`src/rtl/sbox_layer_ctrl_pkg.sv`:
```
// Shared definitions for the uBlock nonlinear-layer sequencer: FSM encoding,
// default geometry and the unshared S-box reference table.
package sbox_layer_ctrl_pkg;

    typedef enum logic [1:0] {
        ST_IDLE  = 2'd0,
        ST_RUN   = 2'd1,
        ST_DRAIN = 2'd2,
        ST_DONE  = 2'd3
    } layer_state_t;

    localparam int DEF_NIBBLES  = 32;
    localparam int DEF_SBOX_LAT = 2;

    // Nibble i holds S(i): {7,4,9,C,B,A,D,8,F,E,1,6,0,3,2,5}
    localparam logic [63:0] UBLOCK_SBOX_TABLE = 64'h5230_61EF_8DAB_C947;

    function automatic logic [3:0] ublock_sbox(input logic [3:0] x);
        return UBLOCK_SBOX_TABLE[{x, 2'b00} +: 4];
    endfunction

endpackage

```
`src/rtl/sbox_layer_ctrl_valid.sv`:
```
// Fixed-latency {valid, tag} shift register that mirrors the external S-box
// pipeline so each result can be routed back to the nibble it came from.
module sbox_valid_pipe
    import sbox_layer_ctrl_pkg::*;
#(
    parameter int LAT   = DEF_SBOX_LAT,
    parameter int TAG_W = 5
) (
    input  logic             clk,
    input  logic             rst,
    input  logic             push_valid,
    input  logic [TAG_W-1:0] push_tag,
    output logic             head_valid,
    output logic [TAG_W-1:0] head_tag
);

    genvar gi;
    generate
        for (gi = 0; gi < LAT; gi++) begin : g_stage
            logic             valid_reg;
            logic [TAG_W-1:0] tag_reg;

            if (gi == 0) begin : g_first
                always_ff @(posedge clk) begin
                    if (rst) begin
                        valid_reg <= 1'b0;
                        tag_reg   <= '0;
                    end else begin
                        valid_reg <= push_valid;
                        tag_reg   <= push_tag;
                    end
                end
            end else begin : g_next
                always_ff @(posedge clk) begin
                    if (rst) begin
                        valid_reg <= 1'b0;
                        tag_reg   <= '0;
                    end else begin
                        valid_reg <= g_stage[gi-1].valid_reg;
                        tag_reg   <= g_stage[gi-1].tag_reg;
                    end
                end
            end
        end
    endgenerate

    assign head_valid = g_stage[LAT-1].valid_reg;
    assign head_tag   = g_stage[LAT-1].tag_reg;

endmodule

```
`src/rtl/sbox_layer_ctrl.sv`:
```
// Streams both shares of the state through one external shared S-box, a nibble
// per guarded issue, and writes the delayed results back into the same nibble.
module sbox_layer_ctrl
    import sbox_layer_ctrl_pkg::*;
#(
    parameter int NIBBLES  = DEF_NIBBLES,
    parameter int SBOX_LAT = DEF_SBOX_LAT
) (
    input  logic                   clk,
    input  logic                   rst,
    input  logic                   start,
    input  logic [4*NIBBLES-1:0]   state0_in,
    input  logic [4*NIBBLES-1:0]   state1_in,
    input  logic [3:0]             rnd_in,
    input  logic                   rnd_valid,
    output logic                   rnd_req,
    output logic [3:0]             sb_in0,
    output logic [3:0]             sb_in1,
    output logic [3:0]             sb_guards,
    input  logic [3:0]             sb_out0,
    input  logic [3:0]             sb_out1,
    output logic                   busy,
    output logic                   done,
    output logic [4*NIBBLES-1:0]   state0_out,
    output logic [4*NIBBLES-1:0]   state1_out
);

    localparam int CNT_W = $clog2(NIBBLES + 1);
    localparam int IDX_W = (NIBBLES > 1) ? $clog2(NIBBLES) : 1;

    layer_state_t     state_reg, state_next;
    logic [3:0]       sh0_reg [NIBBLES];
    logic [3:0]       sh1_reg [NIBBLES];
    logic [CNT_W-1:0] issue_cnt_reg;
    logic [CNT_W-1:0] retire_cnt_reg;
    logic [IDX_W-1:0] issue_idx;
    logic [IDX_W-1:0] head_tag;
    logic             head_valid;
    logic             issue;

    // Only meaningful in RUN, where issue_cnt is always below NIBBLES.
    assign issue_idx = issue_cnt_reg[IDX_W-1:0];

    sbox_valid_pipe #(
        .LAT   (SBOX_LAT),
        .TAG_W (IDX_W)
    ) u_valid_pipe (
        .clk        (clk),
        .rst        (rst),
        .push_valid (issue),
        .push_tag   (issue_idx),
        .head_valid (head_valid),
        .head_tag   (head_tag)
    );

    always_comb begin
        state_next = state_reg;
        rnd_req    = 1'b0;
        issue      = 1'b0;
        busy       = 1'b0;
        done       = 1'b0;
        sb_in0     = 4'h0;
        sb_in1     = 4'h0;
        sb_guards  = 4'h0;
        case (state_reg)
            ST_IDLE: begin
                if (start) state_next = ST_RUN;
            end
            ST_RUN: begin
                busy    = 1'b1;
                rnd_req = 1'b1;
                // Shares are only put on the S-box bus together with fresh guards.
                if (rnd_valid) begin
                    issue     = 1'b1;
                    sb_in0    = sh0_reg[issue_idx];
                    sb_in1    = sh1_reg[issue_idx];
                    sb_guards = rnd_in;
                    if (issue_cnt_reg == CNT_W'(NIBBLES - 1)) state_next = ST_DRAIN;
                end
            end
            ST_DRAIN: begin
                busy = 1'b1;
                if (head_valid && retire_cnt_reg == CNT_W'(NIBBLES - 1)) state_next = ST_DONE;
            end
            ST_DONE: begin
                done       = 1'b1;
                state_next = ST_IDLE;
            end
            default: state_next = ST_IDLE;
        endcase
    end

    always_ff @(posedge clk) begin
        if (rst) begin
            state_reg      <= ST_IDLE;
            issue_cnt_reg  <= '0;
            retire_cnt_reg <= '0;
            for (int i = 0; i < NIBBLES; i++) begin
                sh0_reg[i] <= 4'h0;
                sh1_reg[i] <= 4'h0;
            end
        end else begin
            state_reg <= state_next;
            if (state_reg == ST_IDLE && start) begin
                issue_cnt_reg  <= '0;
                retire_cnt_reg <= '0;
                for (int i = 0; i < NIBBLES; i++) begin
                    sh0_reg[i] <= state0_in[4*i +: 4];
                    sh1_reg[i] <= state1_in[4*i +: 4];
                end
            end else begin
                if (issue) issue_cnt_reg <= issue_cnt_reg + CNT_W'(1);
                if (head_valid) begin
                    retire_cnt_reg <= retire_cnt_reg + CNT_W'(1);
                    for (int i = 0; i < NIBBLES; i++) begin
                        if (head_tag == IDX_W'(i)) begin
                            sh0_reg[i] <= sb_out0;
                            sh1_reg[i] <= sb_out1;
                        end
                    end
                end
            end
        end
    end

    genvar gi;
    generate
        for (gi = 0; gi < NIBBLES; gi++) begin : g_pack
            assign state0_out[4*gi +: 4] = sh0_reg[gi];
            assign state1_out[4*gi +: 4] = sh1_reg[gi];
        end
    endgenerate

endmodule

```
`config.mk`:
```
export PLATFORM = sky130hd
export DESIGN_NAME = sbox_layer_ctrl
export DESIGN_NICKNAME = d
export VERILOG_FILES = /design/src/rtl/sbox_layer_ctrl_pkg.sv /design/src/rtl/sbox_layer_ctrl_valid.sv /design/src/rtl/sbox_layer_ctrl.sv
export SDC_FILE = /design/constraint.sdc
export NUM_CORES = 1
export LEC_CHECK = 0
export ABC_AREA = 1
export BUFFER_PORTS_ARGS = -buffer_cell sky130_fd_sc_hd__buf_2
export CAP_MARGIN = 40
export CORE_AREA = 2 2 213 215
export CTS_CLUSTER_DIAMETER = 120
export DETAILED_ROUTE_END_ITERATION = 8
export DIE_AREA = 0 0 215 217
export HOLD_SLACK_MARGIN = 0.1
export PLACE_DENSITY = 0.61
export SYNTH_ARGS = -nofsm -noshare
export SYNTH_HDL_FRONTEND = slang
export SYNTH_SLANG_ARGS = --single-unit
```
`constraint.sdc`:
```
create_clock -name clk -period 3.4 [get_ports clk]
set_clock_uncertainty 0.05 [all_clocks]
set_input_delay 0.34 -clock clk [delete_from_list [all_inputs] [get_ports clk]]
set_output_delay 0.34 -clock clk [all_outputs]
set_load 0.03 [all_outputs]
```
==> run_results.csv, run 1 <==
group,metric,value,unit
status,outcome,"complete, no violations",
detailed_routing,first_pass_iters,7,
synth,ys_ff_latch,287,
detailed_routing,antenna_left,0,
hold_path,whs_path_depth,3,
floorplanning,pin_count,543,
grt,antenna_found_initial,8,
grt,grt_first_pass_wirelength,104000,um
sta,finalHoldViolations,0,
cells_and_area,layout_common_cells,"buf_2, nand2_1, nand3_1, edfxtp_1, dlygate4sd3_1",
grt,grt.overflow.total,0,
cells_and_area,fill_cells,4310,
detailed_routing,vias,16937,
sta,slew_viol_final,0,
cells_and_area,fin_area,21500,um^2
critical_path,crit_slowest_cell,"buf_12",
place,gp_congestion,0.950,
critical_path,cp.arrival,2.87,ns
detailed_routing,drt-initial-drc-count,1916,
floorplanning,design.die.area,46700,um^2
clocking,cts.sinks,287,
detailed_routing,via_per_inst,5.48,
sta,worst_pin_slew,0.930,ns
critical_path,end_kind,"output pin",
grt,busiest_layer,"met2",
clocking,cts_buffers,34,
power_and_ir_drop,power.density,637,nW/um^2
synth,ys_seq_area_share,56.1,%
clocking,post_cts_buffers,0,
clocking,cts-root-buf,"clkbuf_16",
synth,ys_warn_count,0,
hold_path,holdCritStartpoint,"state1_in[78]",
floorplanning,start_util,33.1,%
critical_path,r2r-end,"sh0_reg[15][1]",
critical_path,cp-start-kind,"flip-flop",
floorplanning,die_w,215,um
synth,synthDistinctLibCells,27,
clocking,worstSkewPairLatency,0.54,ns
cells_and_area,multiInputGateArea,5670,um^2
critical_path,crit_top_cell,"nand2_1",
floorplanning,rows,78,
synth,postSynthAreaPerCell,8.52,um^2
cells_and_area,post_layout_nonfiller_instances,3088,
grt,grtUsageMet1,38.5,%
grt,globalRouteMet2Util,48.9,%
clocking,postCtsResizedCells,0,
synth,synthArstFlopShare,0,%
cells_and_area,syn_to_final_growth,45.6,%
clocking,clk_pin_slew,0.06,ns
sta,timing.final.crit_period,3.26,ns
synth,synth-main-ff-cell,"edfxtp_1",
grt,grt_pass1_vias,15927,
critical_path,cp_cell_sequence,"buf_12 > nand2_1 > nand3_1 > nand3_1 > nand2_1 > nand2_1 > nand3_1 > nand2_1 > nor2_1 > buf_2",
power_and_ir_drop,peakVddDrop,0.374,mV
detailed_routing,wl_per_cell,23.7,um
floorplanning,core_region_area,44700,um^2
grt,grt_max_degree,145,
clocking,cts_hold_buf,238,
job,cap_violations,0,
power_and_ir_drop,p_leak,9.45,nW
place,post-dp-hpwl,52700,um
synth,syn-instance-count,1737,
sta,fmax,0.307,GHz
cells_and_area,final_common_cell,"buf_2",
critical_path,r2r-start,"state_reg[0]",
cells_and_area,seqCellArea,8310,um^2
synth,yosys.area.top_type_share,51.9,%
critical_path,regToRegSetupSlack,0.83,ns
critical_path,path_max_fanout,128,
detailed_routing,wl,73200,um
place,postPlaceCellArea,18000,um^2
sta,rsz0062_at_grt,"false",
sta,fin_setup_tns,0,ns
critical_path,path_buf_inv,2,
detailed_routing,drc_errors,0,
floorplanning,die_h,217,um
cells_and_area,drive_above_1_share,26.2,%
place,portBuffers,542,
hold_path,min_to,"sh1_reg[19][2]",
grt,grt_usage,30.0,%
synth,synthesis.area,14800,um^2
grt,met3_usage,6.09,%
synth,synth_area_leaders,"edfxtp_1, nand2_1, nand3_1",
synth,yosys.area.top_type,"edfxtp_1",
clocking,cts_tree,"built",
critical_path,cp.required,3.01,ns
sta,whs,0.121,ns
synth,syn_nets,2015,
critical_path,reg2reg_depth,8,
sta,setup_viol,0,
critical_path,slowest_delay,0.41,ns
hold_path,hold_path.class,"primary input to flip-flop",
synth,synth_edf_count,256,
sta,fin_crit_sh,95.8,%
sta,slew_headroom,37.9,%
place,dp_cells,2790,
clocking,ctsHtreeMaxLevel,2,
cells_and_area,final_nets,2742,
critical_path,path_class,"flip-flop to output pin",
critical_path,cpLargestDelayFamily,"simple AND/OR/NAND/NOR gates",
clocking,cts.path.max_buffers,3,
cell type report:
| class | instances | area share [%] |
|---|---|---|
| well taps | 600 | 3.48 |
| repair buffers | 817 | 25.3 |
| inverters | 63 | 1.14 |
| clock inverters | 19 | 1.06 |
| multi-input cells | 1261 | 26.3 |
| diodes | 2 | 0.0232 |
| clock buffers | 39 | 4.13 |
| flip-flops and latches | 287 | 38.6 |
report_power, final:
group	switching (mW)	leakage [nW]	internal [mW]	total (mW)
Combinational	3.34	5.96	1.28	4.62
Clock	1.53	0.531	2.26	3.79
Sequential	0.604	2.96	4.71	5.32
Total	5.48	9.45	8.25	13.7
metal layers:
| metal | part of all wire (%) | vias up | wire length [um] |
|---|---|---|---|
| li1 | - | 7446 | - |
| met1 | 39 | 8109 | 28700 |
| met2 | 47 | 1134 | 34300 |
| met3 | 9.0 | 242 | 6580 |
| met4 | 4.9 | 6 | 3610 |
| met5 | 0.049 | - | 36 |
cell families after synthesis:
logic type | synth area share (%)
adder cells (fa/ha/maj) | 0.507
XOR/XNOR | 0.178
AO/OA/AOI/OAI | 10.2
buffers and inverters | 5.59
AND/OR/NAND/NOR | 27.4
flip-flops | 56.1
cell usage after synthesis, types with 4 or more instances:
master / instances
nor2_1: 107
a21oi_2: 4
nand3_1: 340
nand2_1: 495
buf_2: 73
o21ai_1: 58
a21oi_1: 10
ha_1: 6
clkbuf_1: 38
o21ai_0: 224
edfxtp_1: 256
inv_1: 50
buf_1: 10
dfxtp_1: 31
inv_2: 10
how the worst max path moves through the flow:
stage,from,to,slack (ns),cells past startpoint
2_1_floorplan,state_reg[1],sb_in0[0],1.32,7
3_3_place_gp,flip-flop,sb_in0[1],0.79,10
3_5_place_dp,flip-flop,sb_in0[1],0.73,10
4_1_cts,flip-flop,sb_in0[1],0.14,10
5_1_grt,flip-flop,sb_in0[1],0.03,10
6_report,flip-flop,sb_in0[1],0.14,10
through the flow:
step           power (mW)  utilization (%)  setup slack (ns)
2_1_floorplan        7.90                -              1.32
3_3_place_gp         9.71             40.3             0.795
3_5_place_dp         9.73             40.4             0.726
4_1_cts              13.7             48.2             0.143
5_1_grt              14.2             48.2            0.0288
6_report             13.7             48.2             0.142
worst min-delay path, stage by stage:
cell and delay [ns]:
buf_2 0.12, nand3_1 0.07, o21ai_0 0.07
No activity file was read; power rests on OpenSTA's default activity.
==> run 2: changes to the inputs <==
MAX_ROUTING_LAYER = met4   (was not set)
==> run_results.csv, run 2 (synthesis results as in run 1) <==
group,metric,value,unit
status,outcome,"complete, no violations",
sta,fmax,0.311,GHz
power_and_ir_drop,p_leak,9.47,nW
sta,setup_viol,0,
clocking,cts.sinks,287,
floorplanning,rows,78,
clocking,cts_buffers,34,
power_and_ir_drop,intPower,8.13,mW
cells_and_area,final_common_cell,"buf_2",
grt,grt_usage,30.9,%
clocking,post_cts_buffers,0,
grt,grt_first_pass_wirelength,104000,um
power_and_ir_drop,sw_frac_of_total,40.1,%
cells_and_area,layout_common_cells,"buf_2, nand2_1, nand3_1, edfxtp_1, dlygate4sd3_1",
cells_and_area,fin_area,21600,um^2
clocking,cts-root-buf,"clkbuf_16",
floorplanning,core_region_area,44700,um^2
power_and_ir_drop,seqPwrFrac,39.1,%
power_and_ir_drop,power.density,628,nW/um^2
critical_path,end_kind,"output pin",
detailed_routing,vias,16793,
power_and_ir_drop,total_power,13.6,mW
floorplanning,die_h,217,um
cells_and_area,post_layout_nonfiller_instances,3098,
job,cap_violations,0,
cells_and_area,final_nets,2747,
place,dp_cells,2790,
detailed_routing,drt-initial-drc-count,1969,
sta,slew_viol_final,0,
sta,timing.final.crit_period,3.21,ns
floorplanning,start_util,33.1,%
detailed_routing,first_pass_iters,6,
place,portBuffers,542,
clocking,worstSkewPairLatency,0.55,ns
sta,whs,0.109,ns
power_and_ir_drop,peakVddDrop,0.324,mV
critical_path,crit_slowest_cell,"dfxtp_4",
clocking,clk_pin_slew,0.05,ns
grt,grt.overflow.total,0,
place,gp_congestion,1.00,
floorplanning,design.die.area,46700,um^2
detailed_routing,wl_per_cell,23.7,um
place,post-dp-hpwl,53200,um
critical_path,path_class,"flip-flop to output pin",
power_and_ir_drop,p_switching,5.43,mW
critical_path,cp.arrival,2.82,ns
critical_path,cp-start-kind,"flip-flop",
sta,slew_headroom,40.4,%
sta,rsz0062_at_grt,"false",
critical_path,path_max_fanout,40,
grt,antenna_found_initial,9,
critical_path,cpLargestDelayFamily,"simple AND/OR/NAND/NOR gates",
critical_path,slowest_delay,0.36,ns
detailed_routing,via_per_inst,5.42,
clocking,cts.path.max_buffers,3,
cells_and_area,syn_to_final_growth,45.8,%
critical_path,cp.required,3.01,ns
detailed_routing,drc_errors,0,
grt,grt_pass1_vias,16148,
floorplanning,pin_count,543,
sta,fin_setup_tns,0,ns
clocking,cts_tree,"built",
critical_path,cp_cell_sequence,"inv_4 > buf_12 > nand2_1 > nand3_1 > nand3_1 > nand2_1 > nand2_1 > nand3_1 > nand2_1 > nor2_1 > buf_2",
sta,worst_pin_slew,0.893,ns
detailed_routing,wl,73400,um
floorplanning,die_w,215,um
cells_and_area,drive_above_1_share,26.0,%
sta,finalHoldViolations,0,
critical_path,crit_top_cell,"nand2_1",
critical_path,path_buf_inv,3,
detailed_routing,antenna_left,0,
hold_path,hold_path.class,"primary input to flip-flop",
grt,grt_max_degree,145,
place,postPlaceCellArea,18100,um^2
sta,fin_crit_sh,94.5,%
power_and_ir_drop,pwr-share-comb,34.3,%
clocking,ctsHtreeMaxLevel,2,
power_and_ir_drop,clockPowerShare,26.6,%
run 2: cell count changes in the layout (fill, tap and decap cells not counted), moves of 2 or more:
| cell | change |
|---|---|
| clkbuf_1 | +8 |
| dlygate4sd3_1 | +5 |
| diode_2 | +4 |
| clkinv_1 | -3 |
| clkinvlp_4 | -3 |
| buf_4 | -2 |
| bufinv_16 | -2 |
| clkinv_2 | +2 |
run 2: final timing paths:
check	depth (start not counted)	end	from	slack, ns
min	3	sh1_reg[19][2]	state1_in[78]	0.11
min reg2reg	2	u_valid_pipe.head_tag[1]	u_valid_pipe.g_stage[0].tag_reg[1]	0.35
max reg2reg	8	sh1_reg[15][2]	state_reg[0]	0.86
max	11	sb_in0[0]	flip-flop	0.19
run 2: cell type report:
class                      instances  area, um^2
multi-input combinational       1261        5670
clock buffer                      47         921
sequential                       287        8310
antenna                            6        15.0
inverter                          63         246
clock inverter                    12         136
tap                              600         751
timing repair buffer             822        5530
fill                            4301       23100
run 2: routing by layer:
layer / GRT usage, % / routed length (um)
met5: - / 0
met4: 14.0 / 3550
met3: 5.88 / 6640
met2: 49.2 / 34400
met1: 38.4 / 28800
run 2: through the flow:
stage | utilization [%] | setup WS (ns)
6_report | 48.3 | 0.187
5_1_grt | 48.3 | 0.0690
4_1_cts | 48.2 | 0.162
3_5_place_dp | 40.4 | 0.746
3_3_place_gp | 40.3 | 0.747
2_1_floorplan | - | 1.32
run 2: timing repair:
item,4_1_cts,5_1_grt
endpoints found under the setup margin,0,1
hold endpoints to repair,243,0
hold buffers,243,0
resized for setup,0,1
run 2: tightest hold or removal path, stage by stage:
cell and delay (ns):
buf_2 0.10, nand3_1 0.07, o21ai_0 0.07
run 2: power by group through the flow:
stage,clock network (mW),logic (mW),registers [mW]
2_1_floorplan,0,1.50,6.39
3_3_place_gp,0,4.36,5.37
3_5_place_dp,0,4.38,5.35
4_1_cts,3.63,4.61,5.29
5_1_grt,3.76,4.92,5.34
6_report,3.60,4.65,5.31
